### src/rtl/cnn_seq_pkg.sv
// Shared types and constants for the lane-detection CNN frame sequencer.
package cnn_seq_pkg;

    typedef enum logic [2:0] {
        StIdle    = 3'd0,
        StFeat    = 3'd1,
        StWaitBuf = 3'd2,
        StFc      = 3'd3,
        StOut     = 3'd4
    } seq_state_e;

    typedef enum logic [1:0] {
        StatOk         = 2'd0,
        StatFeTimeout  = 2'd1,
        StatBufTimeout = 2'd2,
        StatFcTimeout  = 2'd3
    } seq_status_e;

    localparam logic [15:0] DbgTagHi = 16'hDEAD;
    localparam logic [15:0] DbgTagLo = 16'hBEEF;

endpackage

### src/rtl/cnn_stage_timer.sv
// Per-stage cycle timer: cleared on state entry, flags the cycle it reaches the limit.
module cnn_stage_timer #(
    parameter int unsigned TMR_W = 17
) (
    input  logic             clk,
    input  logic             rst,
    input  logic             clr_i,
    input  logic [TMR_W-1:0] limit_i,
    output logic             expired_o
);

    logic [TMR_W-1:0] cnt_q, cnt_d;

    always_comb begin
        cnt_d = clr_i ? '0 : cnt_q + 1'b1;
    end

    always_ff @(posedge clk or posedge rst) begin
        if (rst) begin
            cnt_q <= '0;
        end else begin
            cnt_q <= cnt_d;
        end
    end

    assign expired_o = (cnt_q == limit_i);

endmodule

### src/rtl/cnn_frame_sequencer.sv
// Frame-level sequencer for the CNN pipeline: FEAT -> WAIT_BUF -> FC -> OUT with per-stage
// timeouts. Define CNN_SEQ_DEBUG_TAG_EN to tag timeout results with 0xDEADBEEF and pix_cnt.
module cnn_frame_sequencer
    import cnn_seq_pkg::*;
#(
    parameter int unsigned PIX_PER_FRAME  = 1024,
    parameter int unsigned FEAT_PER_FRAME = 225,
    parameter int unsigned RES_W          = 48,
    parameter int unsigned TMR_W          = 17,
    parameter int unsigned FE_TIMEOUT     = 50000,
    parameter int unsigned BUF_TIMEOUT    = 10000,
    parameter int unsigned FC_TIMEOUT     = 100000,
    parameter int unsigned FRM_W          = 16,
    parameter int unsigned AUTO_RESTART   = 0
) (
    input  logic             clk,
    input  logic             rst,
    input  logic             start_i,
    input  logic             abort_i,
    input  logic             pixel_valid_i,
    output logic             fe_start_o,
    input  logic             fe_valid_i,
    input  logic             fe_done_i,
    input  logic             buf_full_i,
    output logic             fc_start_o,
    input  logic             fc_valid_i,
    input  logic [RES_W-1:0] fc_data_i,
    output logic             res_valid_o,
    input  logic             res_ready_i,
    output logic [RES_W-1:0] res_data_o,
    output logic [1:0]       res_status_o,
    output logic [15:0]      feat_cnt_o,
    output logic [FRM_W-1:0] frame_cnt_o,
    output logic             busy_o,
    output logic [2:0]       state_o
);

    localparam logic [31:0] PixMax = 32'(PIX_PER_FRAME);

    seq_state_e       state_q, state_d;
    seq_status_e      res_status_q, res_status_d;
    logic [31:0]      pix_cnt_q, pix_cnt_d;
    logic [15:0]      feat_cnt_q, feat_cnt_d;
    logic [FRM_W-1:0] frame_cnt_q, frame_cnt_d;
    logic [RES_W-1:0] res_data_q, res_data_d;
    logic             pending_q, pending_d;
    logic             fe_start_q, fe_start_d;
    logic             fc_start_q, fc_start_d;
    logic             res_valid_q, res_valid_d;
    logic             busy_q, busy_d;

    logic [TMR_W-1:0] tmr_limit;
    logic             tmr_expired;
    logic [RES_W-1:0] timeout_data;

`ifdef CNN_SEQ_DEBUG_TAG_EN
    assign timeout_data = RES_W'({DbgTagHi, DbgTagLo, pix_cnt_q[15:0]});
`else
    assign timeout_data = '0;
`endif

    always_comb begin
        tmr_limit = '1;
        case (state_q)
            StFeat:    tmr_limit = TMR_W'(FE_TIMEOUT);
            StWaitBuf: tmr_limit = TMR_W'(BUF_TIMEOUT);
            StFc:      tmr_limit = TMR_W'(FC_TIMEOUT);
            default:   tmr_limit = '1;
        endcase
    end

    cnn_stage_timer #(
        .TMR_W (TMR_W)
    ) u_stage_timer (
        .clk       (clk),
        .rst       (rst),
        .clr_i     (state_d != state_q),
        .limit_i   (tmr_limit),
        .expired_o (tmr_expired)
    );

    always_comb begin
        state_d      = state_q;
        res_status_d = res_status_q;
        res_data_d   = res_data_q;
        pix_cnt_d    = pix_cnt_q;
        feat_cnt_d   = feat_cnt_q;
        frame_cnt_d  = frame_cnt_q;
        pending_d    = pending_q;

        if (state_q == StFeat && pixel_valid_i && pix_cnt_q != PixMax) begin
            pix_cnt_d = pix_cnt_q + 32'd1;
        end
        if ((state_q == StFeat || state_q == StWaitBuf) && fe_valid_i && feat_cnt_q != 16'hFFFF) begin
            feat_cnt_d = feat_cnt_q + 16'd1;
        end

        if (abort_i) begin
            state_d   = StIdle;
            pending_d = 1'b0;
        end else begin
            if (state_q != StIdle && start_i) begin
                pending_d = 1'b1;
            end
            // Normal exits are tested before the timer so they win a same-cycle tie.
            case (state_q)
                StIdle: begin
                    if (start_i) state_d = StFeat;
                end
                StFeat: begin
                    if (pix_cnt_q == PixMax && fe_done_i) begin
                        state_d = StWaitBuf;
                    end else if (tmr_expired) begin
                        state_d      = StOut;
                        res_status_d = StatFeTimeout;
                        res_data_d   = timeout_data;
                    end
                end
                StWaitBuf: begin
                    if (buf_full_i) begin
                        state_d = StFc;
                    end else if (tmr_expired) begin
                        state_d      = StOut;
                        res_status_d = StatBufTimeout;
                        res_data_d   = timeout_data;
                    end
                end
                StFc: begin
                    if (fc_valid_i) begin
                        state_d      = StOut;
                        res_status_d = StatOk;
                        res_data_d   = fc_data_i;
                    end else if (tmr_expired) begin
                        state_d      = StOut;
                        res_status_d = StatFcTimeout;
                        res_data_d   = timeout_data;
                    end
                end
                StOut: begin
                    if (res_ready_i) begin
                        if (res_status_q == StatOk) frame_cnt_d = frame_cnt_q + 1'b1;
                        // A request arriving in the handshake cycle itself is honoured too.
                        if (AUTO_RESTART != 0 || pending_q || start_i) begin
                            state_d = StFeat;
                        end else begin
                            state_d = StIdle;
                        end
                        pending_d = 1'b0;
                    end
                end
                default: state_d = StIdle;
            endcase
        end

        if (state_d == StFeat && state_q != StFeat) begin
            pix_cnt_d    = '0;
            feat_cnt_d   = '0;
            res_status_d = StatOk;
            pending_d    = 1'b0;
        end

        fe_start_d  = (state_d == StFeat) && (state_q != StFeat);
        fc_start_d  = (state_d == StFc) && (state_q != StFc);
        res_valid_d = (state_d == StOut);
        busy_d      = (state_d != StIdle);
    end

    always_ff @(posedge clk or posedge rst) begin
        if (rst) begin
            state_q      <= StIdle;
            res_status_q <= StatOk;
            res_data_q   <= '0;
            pix_cnt_q    <= '0;
            feat_cnt_q   <= '0;
            frame_cnt_q  <= '0;
            pending_q    <= 1'b0;
            fe_start_q   <= 1'b0;
            fc_start_q   <= 1'b0;
            res_valid_q  <= 1'b0;
            busy_q       <= 1'b0;
        end else begin
            state_q      <= state_d;
            res_status_q <= res_status_d;
            res_data_q   <= res_data_d;
            pix_cnt_q    <= pix_cnt_d;
            feat_cnt_q   <= feat_cnt_d;
            frame_cnt_q  <= frame_cnt_d;
            pending_q    <= pending_d;
            fe_start_q   <= fe_start_d;
            fc_start_q   <= fc_start_d;
            res_valid_q  <= res_valid_d;
            busy_q       <= busy_d;
        end
    end

    assign fe_start_o   = fe_start_q;
    assign fc_start_o   = fc_start_q;
    assign res_valid_o  = res_valid_q;
    assign res_data_o   = res_data_q;
    assign res_status_o = res_status_q;
    assign feat_cnt_o   = feat_cnt_q;
    assign frame_cnt_o  = frame_cnt_q;
    assign busy_o       = busy_q;
    assign state_o      = state_q;

endmodule

### config.mk
export PLATFORM = sky130hd
export DESIGN_NAME = cnn_frame_sequencer
export DESIGN_NICKNAME = d
export VERILOG_FILES = /design/src/rtl/cnn_seq_pkg.sv /design/src/rtl/cnn_stage_timer.sv /design/src/rtl/cnn_frame_sequencer.sv
export SDC_FILE = /design/constraint.sdc
export NUM_CORES = 1
export LEC_CHECK = 0
export CAP_MARGIN = 25
export CORE_MARGIN = 2
export CORE_UTILIZATION = 32
export DETAILED_ROUTE_END_ITERATION = 12
export PLACE_DENSITY_LB_ADDON = 0.2
export SYNTH_ARGS = -nofsm -noshare
export SYNTH_HDL_FRONTEND = slang
export SYNTH_HIERARCHICAL = 1
export SYNTH_SLANG_ARGS = --single-unit
### constraint.sdc
create_clock -name clk -period 4.7 [get_ports clk]
set_input_delay 0.94 -clock clk [delete_from_list [all_inputs] [get_ports clk]]
set_output_delay 0.94 -clock clk [all_outputs]
set_load 0.05 [all_outputs]
==> impl_metrics.py <==
metrics = {
    "setup_path": {
        "arrival_ns": 4.12,
        "cp-end-kind": "flip-flop",
        "critical_path_class": "flip-flop to flip-flop",
        "critical_path.top_delay_family": "simple AND/OR/NAND/NOR gates",
        "slowest_stage": "and3_1",
        "critPathMaxStageDelay_ns": 0.56,
        "critPathLaunchType": "flip-flop",
        "startpoint": "state_o[0]$_DFF_PP0_",
        "r2r_end": "feat_cnt_o[11]$_DFFE_PP0P_",
        "crit_chain": "or2_2, nand2_1, xor2_1, nor4_1, nand3_1, nor4_1, a21oi_1, o21ai_0, and3_1, buf_4, nor2_1",
        "critPathMaxFanout": 36,
        "crit_buf_inv": 1,
        "crit_required_ns": 4.99,
        "rrSetupSlack_ns": 0.88,
        "reg2reg_from": "state_o[0]$_DFF_PP0_",
        "path_common_cell": "nor4_1",
        "reg2regPathDepth": 11,
    },
    "clock_tree": {
        "cts_setup_buffers": 0,
        "path_clk_slew_ns": 0.07,
        "cts_root_buf": "clkbuf_16",
        "cts_htree_levels": 4,
        "clk_path_buf_depth": 2,
        "clk_latency_ns": 0.43,
        "cts_tree": "built",
        "numClockSinks": 139,
        "cts_hold_buffers": 0,
        "numCtsBuffers": 17,
        "postCtsResizedCells": 0,
    },
    "synthesis": {
        "synth_edf_count": 0,
        "yosysSeqAreaShare_pct": 53.2,
        "ys_warn_count": 6,
        "syn-num-nets": 672,
        "ys_types": 56,
        "avgSynthCellArea_sq_um": 10.7,
        "syn-cell-area_sq_um": 6540,
        "ys_ff_latch": 139,
        "async_reset_ff_share_pct": 100,
        "synth_cells": 609,
        "synth_ff_type": "dfrtp_1",
    },
    "routing": {
        "ant_nets": 0,
        "wire_per_inst_um": 15.9,
        "wl_um": 16500,
        "drtIter0Drc": 321,
        "drt_pass1_iterations": 4,
        "via_count": 5071,
        "viasPerCell": 4.89,
        "drc": 0,
    },
    "power": {
        "p_leak_nw": 3.77,
        "power.internal_mw": 2.13,
        "swShare_pct": 28.0,
        "comb_power_share_pct": 11.0,
        "power_density_nw_per_um2": 334,
        "pwr-share-seq_pct": 43.4,
        "power_switching_mw": 0.829,
        "clkPwrFrac_pct": 45.5,
        "ir_drop_mv": 0.261,
    },
    "sta": {
        "whs_ns": 0.471,
        "tns_ns": 0,
        "relSlewSlack_pct": 49.4,
        "fin_skew_ns": 0.00953,
        "slew_violations": 0,
        "setup_viol": 0,
        "tightest_slew_ns": 0.759,
        "finalCritPeriodShare_pct": 81.3,
        "fmax_mhz": 262,
        "grt_setup_unrepaired": "false",
        "min_period_ns": 3.82,
        "finalHoldViolCount": 0,
    },
    "layout": {
        "drive_gt1_share_pct": 8.08,
        "antenna_cells": 0,
        "syn2layout_area_growth_pct": 35.4,
        "layout_common_cells": "146 x clkdlybuf4s50_1, 139 x dfrtp_1, 72 x nor2_1, 48 x a22o_1, 42 x xnor2_1",
        "fin_util_pct": 43.9,
        "final_common_cell": "clkdlybuf4s50_1",
        "fin_nets": 817,
    },
    "grt": {
        "antenna_found_initial": 0,
        "grt_max_degree": 61,
        "grt-ovfl-total": 0,
        "grt_usage_pct": 15.9,
        "first_global_vias": 5071,
        "grt_pass1_wl_um": 27200,
    },
    "worst_hold_path": {
        "hold_class": "flip-flop to flip-flop",
        "whs_endpoint": "frame_cnt_o[15]$_DFFE_PP0P_",
        "min_from": "frame_cnt_o[15]$_DFFE_PP0P_",
        "hold_depth": 1,
    },
    "run_status": {
        "status": "finished clean",
    },
    "die": {
        "initial_core_util_pct": 32.4,
        "ioPinCount": 147,
        "core_region_area_sq_um": 20200,
        "fp.dieW_um": 147,
        "die-area_sq_um": 21600,
        "die_y_um": 147,
        "num_rows": 52,
    },
    "place": {
        "io_buffers": 146,
        "place.gp.congestion": 0.821,
        "hpwlAfterDp_um": 11900,
    },
    "job": {
        "drv_cap": 0,
    },
}
[metal layers]
metal	part of all wire, %	global-route usage (%)
met1	43	19.8
met2	51	26.9
met3	4.0	3.63
met4	2.4	5.91
met5	0	0
[flip-flops by register name (all words and copies together) (netlist names)]
signal	cells
busy_o	1
fc_start_o	1
fe_start_o	1
feat_cnt_o	16
frame_cnt_o	16
pending_q	1
pix_cnt_q	32
res_data_o	48
res_status_o	2
res_valid_o	1
state_o	3
u_stage_timer/cnt_q	17
[cell families after synthesis]
kind of cell | synth area share (%)
adders and majority gates | 0.956
buffers and inverters | 3.50
and+or+nand+nor | 19.3
AOI/OAI and AO/OA | 11.2
xor gates and xnor gates | 11.0
other | 0.0573
muxes | 0.842
DFF | 53.2
[power groups by stage]
| stage | clock [mW] | sequential (mW) | combinational (mW) |
|---|---|---|---|
| 6_report | 1.35 | 1.28 | 0.326 |
| 2_1_floorplan | 0 | 1.36 | 0.144 |
| 5_1_grt | 1.44 | 1.29 | 0.355 |
| 3_3_place_gp | 0 | 1.31 | 0.325 |
| 4_1_cts | 1.38 | 1.28 | 0.331 |
| 3_5_place_dp | 0 | 1.31 | 0.330 |
[how the worst max path moves through the flow]
stage,endpoint,slack [ns],cells past startpoint
2_1_floorplan,busy_o$_DFF_PP0_,0.52,1
3_3_place_gp,feat_cnt_o[4]$_DFFE_PP0P_,1.04,11
3_5_place_dp,pix_cnt_q[31]$_DFFE_PP0P_,0.87,11
4_1_cts,pix_cnt_q[31]$_DFFE_PP0P_,0.85,11
5_1_grt,pix_cnt_q[23]$_DFFE_PP0P_,0.46,11
6_report,feat_cnt_o[11]$_DFFE_PP0P_,0.88,11
[cell usage after synthesis, types with 11 or more instances]
master | n | area, sq um
nor2_1 | 73 | 274
inv_1 | 20 | 75.1
o21ai_0 | 16 | 80.1
nor3_1 | 14 | 70.1
nand2_1 | 33 | 124
buf_2 | 15 | 75.1
nor4_1 | 11 | 68.8
a21oi_1 | 20 | 100
or3_1 | 13 | 81.3
nand4_1 | 20 | 125
a22o_1 | 48 | 420
xnor2_1 | 42 | 368
xor2_1 | 40 | 350
nand3_1 | 25 | 125
dfrtp_1 | 139 | 3480
[final cells by class]
type,count,area (sq um)
repair buffers,153,1530
multi-input cells,423,2840
clock buffers,17,425
inverters,20,77.6
flip-flops and latches,139,3480
clock inverters,15,169
fillers,1930,11300
well taps,270,338
[through the flow]
stage | total power [mW] | std cells | instance area [sq um] | worst slack, ns
6_report | 2.96 | 1037 | 8860 | 0.877
5_1_grt | 3.08 | 1037 | 8860 | 0.457
4_1_cts | 2.99 | 1036 | 8840 | 0.849
3_5_place_dp | 1.64 | 1004 | 8240 | 0.865
3_3_place_gp | 1.63 | 1004 | 8240 | 1.04
2_1_floorplan | 1.50 | 609 | 6540 | 0.517
Note: power is estimated with default switching activity, not from simulation.
